--- src/rtl/apb_fnd_scan_ctrl.sv ---
// APB slave driving a multiplexed seven-segment display; decimal digits come from a
// sequential double-dabble engine. Optional blink feature compiled in by `define FND_BLINK_EN.
module apb_fnd_scan_ctrl #(
  parameter int NUM_DIGITS = 4,
  parameter int DATA_W     = 14,
  parameter int SCAN_DIV   = 100000,
  parameter int BLINK_DIV  = 500
) (
  input  logic                  PCLK,
  input  logic                  PRESET,
  input  logic [3:0]            PADDR,
  input  logic                  PWRITE,
  input  logic                  PENABLE,
  input  logic [31:0]           PWDATA,
  input  logic                  PSEL,
  output logic [31:0]           PRDATA,
  output logic                  PREADY,
  output logic [NUM_DIGITS-1:0] fndCom,
  output logic [7:0]            fndFont
);

  localparam int IDX_W = (NUM_DIGITS > 1) ? $clog2(NUM_DIGITS) : 1;
  localparam int PRE_W = (SCAN_DIV > 1) ? $clog2(SCAN_DIV) : 1;
  localparam int CNT_W = $clog2(DATA_W + 1);
  localparam int BCD_W = 4 * NUM_DIGITS;
  localparam int EXT_W = (BCD_W > DATA_W) ? BCD_W : DATA_W;

  typedef enum logic [1:0] {IDLE, LOAD, SHIFT, DONE} state_t;

  state_t state, next_state;

  logic                  wr_access, rd_access, trigger, busy, blank;
  logic [1:0]            reg_sel;
  logic                  fcr_en, fcr_hex;
  logic [DATA_W-1:0]     fdr;
  logic [NUM_DIGITS-1:0] fpr;
  logic [DATA_W-1:0]     bin_sr;
  logic [BCD_W-1:0]      bcd_sr, bcd_adj, hex_digits, digit_buf;
  logic [EXT_W-1:0]      bin_ext;
  logic                  mode_hex;
  logic [CNT_W-1:0]      bit_cnt;
  logic [PRE_W-1:0]      presc;
  logic [IDX_W-1:0]      idx;
  logic                  period_end;
  logic [3:0]            digit;
  logic                  unused_bits;

  assign wr_access = PSEL & PENABLE & PWRITE;
  assign rd_access = PSEL & PENABLE & ~PWRITE;
  assign reg_sel   = PADDR[3:2];
  assign PREADY    = PSEL & PENABLE;
  assign busy      = (state != IDLE);
  assign trigger   = wr_access & ((reg_sel == 2'd1) |
                                  ((reg_sel == 2'd0) & (PWDATA[1] != fcr_hex)));

`ifdef FND_BLINK_EN
  logic fcr_blink;
`endif

  always_ff @(posedge PCLK or posedge PRESET) begin
    if (PRESET) begin
      fcr_en  <= 1'b0;
      fcr_hex <= 1'b0;
`ifdef FND_BLINK_EN
      fcr_blink <= 1'b0;
`endif
      fdr <= '0;
      fpr <= '0;
    end else if (wr_access) begin
      case (reg_sel)
        2'd0: begin
          fcr_en  <= PWDATA[0];
          fcr_hex <= PWDATA[1];
`ifdef FND_BLINK_EN
          fcr_blink <= PWDATA[2];
`endif
        end
        2'd1:    fdr <= PWDATA[DATA_W-1:0];
        2'd2:    fpr <= PWDATA[NUM_DIGITS-1:0];
        default: ;
      endcase
    end
  end

  always_ff @(posedge PCLK or posedge PRESET) begin
    if (PRESET) state <= IDLE;
    else        state <= next_state;
  end

  // A fresh trigger always wins, aborting any conversion in flight.
  always_comb begin
    next_state = state;
    case (state)
      IDLE:  next_state = IDLE;
      LOAD:  next_state = fcr_hex ? DONE : SHIFT;
      SHIFT: if (bit_cnt == CNT_W'(DATA_W - 1)) next_state = DONE;
      DONE:  next_state = IDLE;
      default: next_state = IDLE;
    endcase
    if (trigger) next_state = LOAD;
  end

  always_comb begin
    bcd_adj = bcd_sr;
    for (int i = 0; i < NUM_DIGITS; i++) begin
      if (bcd_sr[4*i +: 4] >= 4'd5) bcd_adj[4*i +: 4] = bcd_sr[4*i +: 4] + 4'd3;
    end
  end

  assign bin_ext    = EXT_W'(bin_sr);
  assign hex_digits = bin_ext[BCD_W-1:0];

  // Only NUM_DIGITS BCD digits are kept; carries out of the top digit are the 10^N overflow.
  always_ff @(posedge PCLK or posedge PRESET) begin
    if (PRESET) begin
      bin_sr    <= '0;
      bcd_sr    <= '0;
      mode_hex  <= 1'b0;
      bit_cnt   <= '0;
      digit_buf <= '0;
    end else begin
      case (state)
        LOAD: begin
          bin_sr   <= fdr;
          bcd_sr   <= '0;
          mode_hex <= fcr_hex;
          bit_cnt  <= '0;
        end
        SHIFT: begin
          {bcd_sr, bin_sr} <= {bcd_adj, bin_sr} << 1;
          bit_cnt          <= bit_cnt + 1'b1;
        end
        DONE:    digit_buf <= mode_hex ? hex_digits : bcd_sr;
        default: ;
      endcase
    end
  end

  assign period_end = (presc == PRE_W'(SCAN_DIV - 1)) && (idx == IDX_W'(NUM_DIGITS - 1));

  always_ff @(posedge PCLK or posedge PRESET) begin
    if (PRESET) begin
      presc <= '0;
      idx   <= '0;
    end else if (presc == PRE_W'(SCAN_DIV - 1)) begin
      presc <= '0;
      idx   <= (idx == IDX_W'(NUM_DIGITS - 1)) ? '0 : idx + 1'b1;
    end else begin
      presc <= presc + 1'b1;
    end
  end

`ifdef FND_BLINK_EN
  localparam int BLK_W = (BLINK_DIV > 1) ? $clog2(BLINK_DIV) : 1;

  logic [BLK_W-1:0] blink_cnt;
  logic             blink_phase;

  // Phase 0 is the blank half, so the display goes dark first after BLINK is set.
  always_ff @(posedge PCLK or posedge PRESET) begin
    if (PRESET) begin
      blink_cnt   <= '0;
      blink_phase <= 1'b0;
    end else if (!fcr_blink) begin
      blink_cnt   <= '0;
      blink_phase <= 1'b0;
    end else if (period_end) begin
      if (blink_cnt == BLK_W'(BLINK_DIV - 1)) begin
        blink_cnt   <= '0;
        blink_phase <= ~blink_phase;
      end else begin
        blink_cnt <= blink_cnt + 1'b1;
      end
    end
  end

  assign blank = fcr_blink & ~blink_phase;
`else
  localparam int unused_blink_div = BLINK_DIV;
  assign blank = 1'b0;
`endif

  function automatic logic [6:0] seg7(input logic [3:0] d);
    case (d)
      4'h0: seg7 = 7'h3F;  4'h1: seg7 = 7'h06;  4'h2: seg7 = 7'h5B;  4'h3: seg7 = 7'h4F;
      4'h4: seg7 = 7'h66;  4'h5: seg7 = 7'h6D;  4'h6: seg7 = 7'h7D;  4'h7: seg7 = 7'h07;
      4'h8: seg7 = 7'h7F;  4'h9: seg7 = 7'h6F;  4'hA: seg7 = 7'h77;  4'hB: seg7 = 7'h7C;
      4'hC: seg7 = 7'h39;  4'hD: seg7 = 7'h5E;  4'hE: seg7 = 7'h79;  default: seg7 = 7'h71;
    endcase
  endfunction

  assign digit = digit_buf[{idx, 2'b00} +: 4];

  always_comb begin
    fndCom  = '1;
    fndFont = 8'hFF;
    if (fcr_en && !blank) begin
      fndCom[idx] = 1'b0;
      fndFont     = ~{fpr[idx], seg7(digit)};
    end
  end

  always_comb begin
    PRDATA = '0;
    if (rd_access) begin
      case (reg_sel)
        2'd0: begin
          PRDATA[0] = fcr_en;
          PRDATA[1] = fcr_hex;
`ifdef FND_BLINK_EN
          PRDATA[2] = fcr_blink;
`endif
        end
        2'd1:    PRDATA[DATA_W-1:0]     = fdr;
        2'd2:    PRDATA[NUM_DIGITS-1:0] = fpr;
        default: PRDATA[0]              = busy;
      endcase
    end
  end

  assign unused_bits = ^{PWDATA, PADDR[1:0], bin_ext};

endmodule
--- config.mk ---
export PLATFORM = sky130hd
export DESIGN_NAME = apb_fnd_scan_ctrl
export DESIGN_NICKNAME = d
export VERILOG_FILES = /design/src/rtl/apb_fnd_scan_ctrl.sv
export SDC_FILE = /design/constraint.sdc
export NUM_CORES = 1
export LEC_CHECK = 0
export ABC_CLOCK_PERIOD_IN_PS = 4500
export CAP_MARGIN = 20
export CORE_UTILIZATION = 54
export DETAILED_ROUTE_END_ITERATION = 8
export PLACE_DENSITY_LB_ADDON = 0.12
export SKIP_CTS_REPAIR_TIMING = 1
export SYNTH_ARGS = -nofsm -noshare
export SYNTH_HDL_FRONTEND = slang
export SYNTH_SLANG_ARGS = --single-unit
--- constraint.sdc ---
create_clock -name PCLK -period 4.5 [get_ports PCLK]
set_clock_uncertainty 0.1 [all_clocks]
set_input_delay 1.125 -clock PCLK [delete_from_list [all_inputs] [get_ports PCLK]]
set_output_delay 1.125 -clock PCLK [all_outputs]
set_load 0.1 [all_outputs]
After elaboration in Yosys (flattened, before gate mapping)

Memories as Yosys holds them, arrays and structs flattened.
Cells that the tools add are included.

$add $sub $neg: 7
$lt $le $gt $ge: 6
Equal/unequal tests: 10
Shift operators: 1
Mux-type cells: 26
Bitwise gates (word level): 9
Reduce and logical (&&, ||, !) cells: 9

Operators with widths:

| kind                  | number |
|---|---|
| $pmux 16 s2           | 1 |
| $pmux 14 s2           | 1 |
| $add 17x1->17 const B | 1 |
| $eq 17x17->1 const B  | 1 |
| $mux 17               | 1 |
| $ge 4x3->1 const B    | 4 |
| $mux 16               | 1 |
| $mux 4                | 4 |
| $shiftx 16x5->4       | 1 |
| $mux 14               | 1 |
| $add 4x2->4 const B   | 3 |
| $mux 10               | 1 |
| $eq 2x2->1 const B    | 4 |
| $mux 8                | 1 |
| $not 8->8             | 1 |
| $pmux 4 s2            | 1 |
| $mux 7                | 1 |
| $mux 2                | 3 |
| $pmux 1 s3            | 2 |
| $pmux 2 s3            | 1 |
| $reduce_and 2->1      | 3 |
| $and 1x1->1           | 5 |
| $add 4x1->4 const B   | 1 |
| $eq 2x1->1 const B    | 2 |
| other kinds (19)      | 23 |

Register bits after elaboration: 92
Bits in read-only memories: 112
Bits of input ports: 41
Output and inout bits: 45
Logic and storage cells: 81
Memories kept: 1

Memory list:

| name             | depth | bits a word | rd ports | clocked after memory_dff | write ports | RTL line | RTL |
|---|---|---|---|---|---|---|---|
| (name not given) | 16    | 7           | 1        | 0                        | 0           | 184      | `case (d)` |

Longest topological paths before layout

Depth after elaboration: 6
Depth in mapped cells: 7

Worst setup path before layout

Ideal clock, no wire load.

Kind: input -> output
From: input PADDR[3]
To: output PRDATA[0]
Data arrival time: 6.342 ns
Data required time: 3.275 ns
Setup slack: -3.067 ns
Stages on the path: 5
Buffers on the path: 0
Cells stage by stage: inv_1 -> ha_1 -> a222oi_1 -> nor2b_1 -> a2111oi_0

Cells in the longest elaborated chain, start to end: 3
Elaborated cells between the ends (all ways): 5
Those cells by class: eq/ne: 2; mux: 2; reduce/logical: 1

RTL lines:

| item                                     | RTL line | RTL |
|---|---|---|
| start, declared                          | 11       | `input logic [3:0] PADDR,` |
| $eq 2x2->1, or another cell as far along | 206      | `case (reg_sel)` |
| $pmux 1 s3 (*)                           | 206      |  |
| $mux 14 (*)                              | 205      | `if (rd_access) begin` |
| end, declared                            | 16       | `output logic [31:0] PRDATA,` |

Every way passes the cells marked *; elsewhere a longest branch is shown, timed or not.

Final worst setup path

Ends and elaborated chain as after synthesis.

==> flow_metrics.env <==
export IMPL_tightestPinTransition_ns=1.00
export IMPL_dieArea_mm2=0.00993
export IMPL_crit_slowest_cell="clkdlybuf4s50_1"
export IMPL_crit_path_max_fanout=5
export IMPL_rsz0062_at_grt="false"
export IMPL_globalRouteOverflowTotal=0
export IMPL_relSlewSlack_pct=33.3
export IMPL_dp_cells=655
export IMPL_critPathTopFamily="buffers and inverters"
export IMPL_cts_root_buffer="clkbuf_8"
export IMPL_p_sw_uw=1490
export IMPL_cts_sinks=92
export IMPL_grt_pass1_vias=3579
export IMPL_cap_violations=0
export IMPL_routedWlPerCell_um=15.9
export IMPL_clkTransAtPathRegs_ns=0.08
export IMPL_finalCritPeriodShare_pct=92.4
export IMPL_viasPerCell=5.49
export IMPL_place_area_mm2=0.00580
export IMPL_stdcell_area_mm2=0.00602
export IMPL_clk_latency_ns=0.37
export IMPL_max_freq_mhz=241
export IMPL_io_buffers=47
export IMPL_worstPathRequired_ns=3.27
export IMPL_criticalPathCategory="input port to output pin"
export IMPL_antenna_cells=0
export IMPL_start_util_pct=55.7
export IMPL_vias=3681
export IMPL_final_nets=608
export IMPL_grt_max_degree=65
export IMPL_whs_path_depth=1
export IMPL_drtAntennaViolNets=0
export IMPL_slew_violations=0
export IMPL_swShare_pct=44.2
export IMPL_num_rows=35
export IMPL_grt_usage_pct=23.3
export IMPL_fin_util_pct=65.1
export IMPL_fillCellCount=747
export IMPL_antenna_found_initial=0
export IMPL_crit_path_max_incr_delay_ns=0.46
export IMPL_power_share_clock_pct=18.7
export IMPL_final_cell_count_no_fill=671
export IMPL_synth_cell_type_count=52
export IMPL_core_area_mm2=0.00924
export IMPL_r2r_start="state[1]"
export IMPL_crit_chain="clkdlybuf4s50_1 > inv_1 > ha_1 > a222oi_1 > nor2b_1 > a2111oi_2 > buf_12"
export IMPL_ys_flop_type="dfrtp_1"
export IMPL_tns_ns=0
export IMPL_r2r_cells=4
export IMPL_ioPinCount=86
export IMPL_grt_pass1_wl_um=17900
export IMPL_dp_hpwl_um=7720
export IMPL_seq_power_share_pct=37.1
export IMPL_power_leakage_uw=0.00265
export IMPL_status="completed"
export IMPL_drive_gt1_share_pct=16.8
export IMPL_worstSetupStartpoint="PADDR[3]"
export IMPL_fin_crit_ns=4.16
export IMPL_first_iter_violations=140
export IMPL_power_density_mw_per_mm2=558
export IMPL_place_congestion=0.787
export IMPL_hold_path_class="flip-flop to flip-flop"
export IMPL_async_flop_share_pct=100
export IMPL_max_vdd_ir_drop_mv=0.441
export IMPL_rrSetupSlack_ns=1.98
export IMPL_crit_end="PRDATA[0]"
export IMPL_seq_area_frac_synth_pct=44.7
export IMPL_totalWireLength_um=10700
export IMPL_end_kind="output pin"
export IMPL_p_int_uw=1870
export IMPL_synth_cells=499
export IMPL_syn_cell_area_mm2=0.00515
export IMPL_synth_seq_cells=92
export IMPL_startpoint_type="input port"
export IMPL_yosys_warnings=0
export IMPL_synth_edf_count=0
export IMPL_h_tree_depth=3
export IMPL_crit_cells=7
export IMPL_drc=0
export IMPL_share_comb_of_total_power_pct=44.3
export IMPL_clock_path_buffers=2
export IMPL_die_width_um=99.7
export IMPL_r2r_end="bcd_sr[12]"
export IMPL_die_h_um=99.7
export IMPL_timing_final_hold_violations=0
export IMPL_cts_tree="done"
export IMPL_synth_avg_cell_area_um2=10.3
export IMPL_worst_path_buf_inv=3
export IMPL_firstDrtPassIters=4
export IMPL_syn_to_final_growth_pct=16.8
export IMPL_numCtsBuffers=9
export IMPL_cp_arrival_ns=2.93
export IMPL_setup_viol=0
## worst min path at each step
stage | startpoint | endpoint
6_report | presc[0] | presc[0]
4_1_cts | presc[0] | presc[0]
5_1_grt | presc[0] | presc[0]
2_1_floorplan | presc[0] | presc[0]
3_3_place_gp | presc[0] | presc[0]
3_5_place_dp | presc[0] | presc[0]
## power groups by stage
stage | combinational (uW) | sequential (uW) | clock, uW
detailed placement | 1480 | 1260 | 0
CTS | 1480 | 1240 | 639
finish | 1490 | 1240 | 627
global route | 1640 | 1270 | 669
floorplan | 1260 | 1160 | 0
global placement | 1430 | 1250 | 0
## through the flow
stage               worst slack [ns]  total power (uW)  hold slack (ns)
finish                         0.342              3360            0.391
global placement               0.422              2680            0.366
detailed placement             0.354              2740            0.383
CTS                            0.328              3370            0.394
floorplan                     -0.307              2420            0.344
global route                   0.258              3580            0.429
## final cells by class
| cell class | count | area, um^2 | area share, % |
|---|---|---|---|
| Clock buffer | 10 | 128 | 2.12 |
| Clock inverter | 6 | 93.8 | 1.56 |
| Inverter | 34 | 129 | 2.14 |
| Multi-Input combinational cell | 348 | 2570 | 42.8 |
| Sequential cell | 92 | 2300 | 38.3 |
| Tap cell | 129 | 161 | 2.68 |
| Timing Repair Buffer | 52 | 631 | 10.5 |
## sequential cells by signal, indices dropped and copies added, names as in the netlist, 2 cells and up
signal and cells:
fpr 4, presc 17, bit_cnt 4, digit_buf 16, idx 2, state 2, bin_sr 14, fdr 14
bcd_sr 16
## metal layers
metal  GRT usage (%)  vias up  share of wire (%)
li1                -     1784                  -
met1            32.9     1828                 49
met2            36.4       62                 47
met3            5.90        7                2.9
met4            4.86        0                1.1
met5               0        -                  0
## placed cells by master, fill, tap and decap left out, drive strengths merged, types with 3 or more instances in the layout
master         netlist  final
conb                 1     18
inv                 34     36
nand3               11     11
clkdlybuf4s50        0     21
nor2                41     41
nand2               26     26
o211ai               4      4
o22ai               16     16
a21oi               39     39
a31oi                3      3
mux2i               32     32
buf                 30     31
mux2                28     28
xnor2               10     10
and3                11     11
clkbuf              12     10
nand4                7      7
dfrtp               92     92
o21ai               11     11
mux4                 5      5
nor3                 5      5
and4                 4      4
nand3b               5      5
ha                  30     30
xor2                 9      9
nor2b                5      5
nand2b               5      5
## kinds of logic (layout without fill, tap and decap cells)
group	Yosys count	count (layout)	synth area share, %
DFF	92	92	44.7
other	1	18	0.0728
and+or+nand+nor	130	130	13.1
xor gates and xnor gates	19	19	3.23
muxes	65	65	14.6
AOI/OAI and AO/OA	86	86	9.89
adders and majority gates	30	30	7.29
buffers and inverters	76	102	7.14
## worst register-to-register path: cells and delay by family, from the launching register on
kind	cells	cell delay (ns)
adder cells (fa/ha/maj)	1	0.82
AO/OA/AOI/OAI	1	0.41
buffers and inverters	1	0.10
AND/OR/NAND/NOR	1	0.56
flip-flops	1	0.42
## cells in the mapped netlist, types with 6 or more instances
| cell type | count | area share [%] |
|---|---|---|
| nand3_1 | 11 | 1.1 |
| and3_1 | 11 | 1.3 |
| nand2_1 | 26 | 1.9 |
| xnor2_1 | 10 | 1.7 |
| o21ai_0 | 10 | 0.97 |
| dfrtp_1 | 92 | 45 |
| nand4_1 | 6 | 0.73 |
| inv_1 | 34 | 2.5 |
| a21oi_1 | 39 | 3.8 |
| buf_1 | 6 | 0.44 |
| mux2i_1 | 32 | 6.2 |
| ha_1 | 30 | 7.3 |
| mux2_2 | 27 | 5.9 |
| clkbuf_1 | 11 | 0.80 |
| nor2_1 | 41 | 3.0 |
| buf_4 | 18 | 2.6 |
| xor2_1 | 9 | 1.5 |
| o22ai_1 | 16 | 1.9 |
(Power assumes the default switching activity.)
